File: src/rtl/apb_slave_regbank.sv
// APB responder serving an 8-word register bank: six R/W words, an ID word and a STATUS word.
// Read data is preloaded on setup entry; writes commit on the setup-to-access edge.
module apb_slave_regbank #(
    parameter int unsigned SEL_INDEX = 0,
    parameter int unsigned ADDR_LSB  = 2,
    parameter logic [31:0] ID_VALUE  = 32'hA0B0_0001
) (
    input  logic        hclk,
    input  logic        hreset,
    input  logic [2:0]  psel,
    input  logic        penable,
    input  logic        pwrite,
    input  logic [31:0] paddr,
    input  logic [31:0] pwdata,
    output logic [31:0] prdata,
    output logic        proto_err,
    output logic [7:0]  wr_count,
    output logic        xfer_done
);

    typedef enum logic [1:0] {StIdle, StSetup, StAccess} state_e;

    state_e      state_q, state_d;
    logic [31:0] addr_q;
    logic        pwrite_q;
    logic [31:0] regs_q [6];
    logic [31:0] prdata_q;
    logic        proto_err_q;
    logic [7:0]  wr_count_q;
    logic        xfer_done_q;

    logic        sel, oor, match;
    logic [2:0]  idx;
    logic        latch, commit, set_err;
    logic        reg_wr, status_clr;
    logic [31:0] rd_word;
    logic        unused_bits;

    assign sel         = psel[SEL_INDEX];
    assign idx         = paddr[ADDR_LSB+2:ADDR_LSB];
    assign oor         = |paddr[31:ADDR_LSB+3];
    assign match       = (paddr == addr_q) && (pwrite == pwrite_q);
    assign unused_bits = ^{psel, paddr};

    always_comb begin
        state_d = state_q;
        latch   = 1'b0;
        commit  = 1'b0;
        set_err = 1'b0;
        unique case (state_q)
            StIdle: begin
                if (sel && !penable) begin
                    state_d = StSetup;
                    latch   = 1'b1;
                end else if (sel && penable) begin
                    set_err = 1'b1;
                end
            end
            StSetup: begin
                if (!sel) begin
                    state_d = StIdle;
                end else if (!penable) begin
                    latch = 1'b1;
                end else if (match) begin
                    state_d = StAccess;
                    commit  = 1'b1;
                end else begin
                    state_d = StIdle;
                    set_err = 1'b1;
                end
            end
            StAccess: begin
                if (!sel) begin
                    state_d = StIdle;
                end else if (!penable) begin
                    state_d = StSetup;
                    latch   = 1'b1;
                end else begin
                    state_d = StIdle;
                    set_err = 1'b1;
                end
            end
            default: state_d = StIdle;
        endcase
    end

    // Out-of-range and ID-register writes are silently dropped.
    assign reg_wr     = commit && pwrite_q && !oor && (idx <= 3'd5);
    assign status_clr = commit && pwrite_q && !oor && (idx == 3'd7) && pwdata[0];

    always_comb begin
        rd_word = 32'h0;
        for (int i = 0; i < 6; i++) begin
            if (idx == 3'(i)) rd_word = regs_q[i];
        end
        if (idx == 3'd6) rd_word = ID_VALUE;
        if (idx == 3'd7) rd_word = {16'h0, wr_count_q, 7'h0, proto_err_q};
        if (oor) rd_word = 32'h0;
    end

    always_ff @(posedge hclk or posedge hreset) begin
        if (hreset) begin
            state_q     <= StIdle;
            addr_q      <= 32'h0;
            pwrite_q    <= 1'b0;
            prdata_q    <= 32'h0;
            proto_err_q <= 1'b0;
            wr_count_q  <= 8'h0;
            xfer_done_q <= 1'b0;
            for (int i = 0; i < 6; i++) regs_q[i] <= 32'h0;
        end else begin
            state_q     <= state_d;
            xfer_done_q <= commit;
            if (latch) begin
                addr_q   <= paddr;
                pwrite_q <= pwrite;
                if (!pwrite) prdata_q <= rd_word;
            end
            for (int i = 0; i < 6; i++) begin
                if (reg_wr && idx == 3'(i)) regs_q[i] <= pwdata;
            end
            if (status_clr)  wr_count_q <= 8'h0;
            else if (reg_wr) wr_count_q <= wr_count_q + 8'd1;
            // A violation on the same edge as a STATUS clear leaves the flag set.
            if (set_err)         proto_err_q <= 1'b1;
            else if (status_clr) proto_err_q <= 1'b0;
        end
    end

    assign prdata    = prdata_q;
    assign proto_err = proto_err_q;
    assign wr_count  = wr_count_q;
    assign xfer_done = xfer_done_q;

endmodule

File: config.mk
export PLATFORM = sky130hd
export DESIGN_NAME = apb_slave_regbank
export DESIGN_NICKNAME = d
export VERILOG_FILES = /design/src/rtl/apb_slave_regbank.sv
export SDC_FILE = /design/constraint.sdc
export NUM_CORES = 1
export LEC_CHECK = 0
export CAP_MARGIN = 20
export CORE_ASPECT_RATIO = 0.5
export CORE_MARGIN = 4
export CORE_UTILIZATION = 55
export DETAILED_ROUTE_END_ITERATION = 6
export PLACE_DENSITY = 0.77
export REMOVE_ABC_BUFFERS = 1
export SYNTH_ARGS = -nofsm -noshare
export SYNTH_HDL_FRONTEND = slang
export SYNTH_SLANG_ARGS = --single-unit
File: constraint.sdc
create_clock -name hclk -period 10.6 [get_ports hclk]
set_input_delay 1.06 -clock hclk [delete_from_list [all_inputs] [get_ports hclk]]
set_output_delay 1.06 -clock hclk [all_outputs]
set_load 0.03 [all_outputs]
# Word-level counts from Yosys, hierarchy flattened
# Index checks and enable logic that the tools add are counted.
# W data, S select, Z words.
totals:
  register_bits: 269
  in_bits: 71
  output_inout_bits: 42
  elab_cells: 89
classes:
  n_addsub: 1
  magnitude_cmp: 1
  n_eq_ne: 13
  n_mux: 36
  bitwise: 1
  n_reduce_logical: 24
op_table:
  columns: ["op", "count"]
  rows:
  - ["$mux W32", 9]
  - ["$eq A32 B32 Y1", 1]
  - ["$reduce_or A27 Y1", 1]
  - ["$mux W1", 18]
  - ["$mux W8", 2]
  - ["$logic_and A1 B1 Y1", 14]
  - ["$eq A3 B3 Y1 const B", 4]
  - ["$add A8 B1 Y8 const B", 1]
  - ["$mux W2", 4]
  - ["$eq A3 B2 Y1 const B", 2]
  - ["$pmux W2 S3", 1]
  - ["$reduce_and A2 Y1", 2]
  - ["$reduce_bool A2 Y1", 2]
  - ["$eq A3 B1 Y1 const B", 1]
  - ["$le A3 B3 Y1 const B", 1]
  - ["$logic_not A3 Y1", 1]
  - ["$ne A3 B3 Y1 const B", 1]
  - ["$pmux W1 S3", 1]
  - ["$eq A2 B1 Y1 const B", 1]
  - ["$eq A2 B2 Y1 const B", 1]
  - ["$logic_not A1 Y1", 2]
  - ["$logic_not A2 Y1", 1]
  - ["$ne A2 B2 Y1 const B", 1]
  - ["$pmux W1 S2", 1]
  - ["other kinds (3)", 3]

# Depth between registers and ports, before layout
depth:
  depth_word: 12
  depth_mapped: 9
  depth_no_buf: 7

# Worst setup path before layout
# Ideal clock, no wire load.
synth_path:
  path_type: "input to register"
  from: "input port paddr[25]"
  to: "register regs_q[100] (netlist bit)"
  setup_ps: 125
  arrival_time_ps: 3097
  t_required_ps: 10475
  path_slack_ps: 7378
  path_stages: 6
  path_buffers: 1
  cell_sequence: "or4_4 nor4_4 nand4_4 nor4b_4 buf_6 mux2_2"
synth_between:
  elab_chain_len: 10
  elab_cells_between_ends: 12
  cone_classes: "eq/ne (1); mux (4); reduce/logical (7)"
synth_rtl:
  columns: ["item", "line_no", "source"]
  rows:
  - ["start: declaration", "13", "input logic [31:0] paddr,"]
  - ["$eq A32 B32 Y1", "42", "assign match = (paddr == addr_q) && (pwrite == pwrite_q);"]
  - ["$logic_and A1 B1 Y1", "42", null]
  - ["$mux W1", "64", "end else if (match) begin"]
  - ["$mux W1", "62", "end else if (!penable) begin"]
  - ["$mux W1", "60", "if (!sel) begin"]
  - ["$mux W1", "50", "unique case (state_q)"]
  - ["$logic_and A1 B1 Y1", "88", "assign reg_wr = commit && pwrite_q && !oor && (idx <= 3'd5);"]
  - ["$logic_and A1 B1 Y1 (*) (2 in series)", "88", null]
  - ["$logic_and A1 B1 Y1 (*)", "120", "if (reg_wr && idx == 3'(i)) regs_q[i] <= pwdata;"]
  - ["end signal: indexed assignment", "120", null]
  - ["end: declaration", "26", "logic [31:0] regs_q [6];"]
# Mark *: on every way between the ends. The rest lies on a longest branch, timed or not.
# A chain may end at the register's enable or synchronous reset.

# Worst setup path after layout
layout_path:
  from: "input port paddr[9]"
  to: "register regs_q[140] (netlist bit)"
# Same word-level chain as after synthesis.

==> flow_metrics.env <==
export IMPL_ys_async_sr_fraction=1.000
export IMPL_die_area_um2=25450
export IMPL_cts_buffers=25
export IMPL_die_w_um=221.6
export IMPL_worstSetupEndpointType="flop"
export IMPL_grt_setup_unrepaired="no"
export IMPL_drcViolationCount=0
export IMPL_ys_seq_elements=269
export IMPL_worst_clock_skew_ns=0.01554
export IMPL_synth_main_ff_cell="dfrtp_1"
export IMPL_finalCritPeriodShare=0.4214
export IMPL_grt_pass1_wl_um=47470
export IMPL_cts_tree="built"
export IMPL_yosysSeqAreaShare=0.5363
export IMPL_p_int_uw=1810
export IMPL_critPathMaxStageDelay_ns=0.94
export IMPL_critPathRequiredTime_ns=11.00
export IMPL_initial_core_util=0.5689
export IMPL_synth_most_common_cell="dfrtp_1"
export IMPL_min_period_ns=4.467
export IMPL_fmaxAchievable_mhz=223.9
export IMPL_sw_frac_of_total=0.2384
export IMPL_num_vias=8230
export IMPL_cts_hold_buf=0
export IMPL_cts_max_level=1
export IMPL_p_leak_uw=0.006777
export IMPL_arrival_ns=4.87
export IMPL_pwr_share_comb=0.116
export IMPL_syn_area_per_cell_um2=13.17
export IMPL_syn_to_final_growth_pct=18.19
export IMPL_maxCapViolCount=0
export IMPL_wire_per_inst_um=21.06
export IMPL_ctsResizeCount=0
export IMPL_final_area_um2=14830
export IMPL_synth_top_area_cell="dfrtp_1"
export IMPL_drt_pass1_iterations=7
export IMPL_total_power_uw=2377
export IMPL_clk_pin_slew_ns=0.06
export IMPL_post_cts_buffers=0
export IMPL_antenna_left=0
export IMPL_routed_wirelength_um=28860
export IMPL_hold_viol_final=0
export IMPL_synth_area_um2=12550
export IMPL_dpl_cell_area_um2=13870
export IMPL_slew_violations=0
export IMPL_p_sw_uw=566.8
export IMPL_fillerInstances=1570
export IMPL_die_h_um=114.8
export IMPL_gr_total_overflow=0
export IMPL_start_kind="input pin"
export IMPL_seq_power_share=0.468
export IMPL_clk_latency_ns=0.53
export IMPL_crit_path_top_delay_cell="nor4_4"
export IMPL_cts_sinks=269
export IMPL_antenna_cells=0
export IMPL_grt_max_degree=97
export IMPL_peakVddDrop_mv=0.09042
export IMPL_row_count=38
export IMPL_min_path_type="reg2reg"
export IMPL_clk_path_buf_depth=3
export IMPL_hpwl_um=17820
export IMPL_multiInputGateArea_um2=5519
export IMPL_drive_above_1_share=0.3065
export IMPL_regArea_um2=6731
export IMPL_yosysWarnings=0
export IMPL_status="complete, no violations"
export IMPL_coreArea_um2=22060
export IMPL_grt_pass1_vias=8820
export IMPL_place_congestion=0.7789
export IMPL_ioPinCount=113
export IMPL_setup_viol=0
export IMPL_grt_total_usage=0.2298
export IMPL_synth_edff_count=0
export IMPL_synth_cell_types=46
export IMPL_cp_cell_sequence="clkdlybuf4s50_1 > xnor2_1 > nand4_1 > nor4_1 > nand4_4 > nor4_4 > buf_4 > mux2_2"
export IMPL_synth_common_cells="dfrtp_1, mux2_2, o21ai_0, nor2_1, nand2_1"
export IMPL_synth_top_area_frac=0.5363
export IMPL_antenna_found_initial=0
export IMPL_worst_pin_slew_ns=1.079
export IMPL_nets=1128
export IMPL_viasPerCell=6.007
export IMPL_io_buffers=110
export IMPL_finalSetupTns_ns=0
export IMPL_slew_headroom=0.2751
export IMPL_crit_fanout=20
export IMPL_synth_cells=953
export IMPL_p_clk_frac=0.415
export IMPL_p_per_area_nw_per_um2=160.3
export IMPL_critPathKind="in2reg"
export IMPL_clockRootBuffer="clkbuf_16"
export IMPL_yosys_top_cells_area="dfrtp_1, mux2_2, mux4_2"
export IMPL_drt_iter0_drc=591
-- cell families (layout without fill, tap and decap cells) --
group                    after synthesis  count (layout)  share of synthesized area
AO/OA/AOI/OAI                        135             135                    0.06589
XOR/XNOR                              33              33                    0.02303
AND/OR/NAND/NOR                      152             152                    0.06939
multiplexers                         296             296                     0.2757
flip-flops                           269             269                     0.5363
adder cells (fa/ha/maj)                5               5                   0.004985
buffers and inverters                 63             180                    0.02462
-- cells in the final DEF (no fill, tap or decap), types with 5 or more instances in the layout --
cell type / count
a211oi_1: 5
o21ai_0: 51
nand4_1: 17
a21oi_1: 35
mux2_2: 237
nor2_1: 38
nand3_1: 8
clkdlybuf4s50_1: 107
xnor2_1: 33
a221oi_1: 10
ha_1: 5
nand2b_1: 6
mux2i_1: 33
o2bb2ai_1: 5
mux2_1: 11
a22o_1: 8
buf_4: 18
a22oi_1: 6
mux4_2: 15
clkbuf_16: 25
nor4_1: 12
nand2_1: 36
dfrtp_1: 269
nand3b_1: 7
nor3_1: 6
bufinv_16: 5
clkbuf_8: 7
-- path summary, 6_finish.rpt --
check / start / to / slack (ns) / cells after the start
setup / recovery: paddr[9] / regs_q[140] / 6.13 / 8
max in group asynchronous: hreset / regs_q[172] / 8.20 / 4
min in group asynchronous: hreset / state_q[1] / 1.06 / 2
setup reg to reg: pwrite_q / regs_q[140] / 6.78 / 7
hold / removal: prdata[28] / prdata[28] / 0.48 / 2
hold reg to reg: prdata[28] / prdata[28] / 0.48 / 2
-- worst max-delay path: cells and delay by family --
kind	cells	cell delay, ns
xor+xnor	1	0.30
buf+inv	2	0.98
mux	1	0.38
simple gates	4	2.12
-- metrics by stage --
step | setup slack (ns) | cells | util | hold WS [ns]
floorplan | 2.130 | 896 | - | 0.4524
global placement | 5.712 | 1323 | 0.6288 | 0.4617
detailed placement | 5.687 | 1323 | 0.6288 | 0.4694
CTS | 6.171 | 1368 | 0.6703 | 0.4840
global route | 5.946 | 1370 | 0.6724 | 0.5042
finish | 6.133 | 1370 | 0.6724 | 0.4810
-- routing by layer --
layer  vias up  track usage  routed length [µm]
met4         0      0.05945                 650
met5         -            0                   0
met2       191       0.3883               13820
met1      4289       0.3152               13020
met3        52      0.04260                1362
li1       3698            -                   -
-- final cells by class --
cell class	instances	share of cell area
Clock inverter	10	0.01223
Inverter	6	0.002024
Timing Repair Buffer	129	0.08519
Sequential cell	269	0.4538
Tap cell	300	0.02530
Multi-Input combinational cell	621	0.3720
Clock buffer	35	0.04943
-- power by group through the flow --
stage	registers [µW]	logic, µW	clock network (µW)
6_report	1110	277	987
5_1_grt	1120	302	1050
4_1_cts	1110	276	1000
3_5_place_dp	1130	274	0
3_3_place_gp	1130	266	0
2_1_floorplan	1130	173	0
-- flip-flops by register name (all words and copies together) (netlist names) --
register   cells
prdata        32
xfer_done      1
pwrite_q       1
regs_q       192
proto_err      1
addr_q        32
wr_count       8
state_q        2
(Power assumes the default switching activity.)
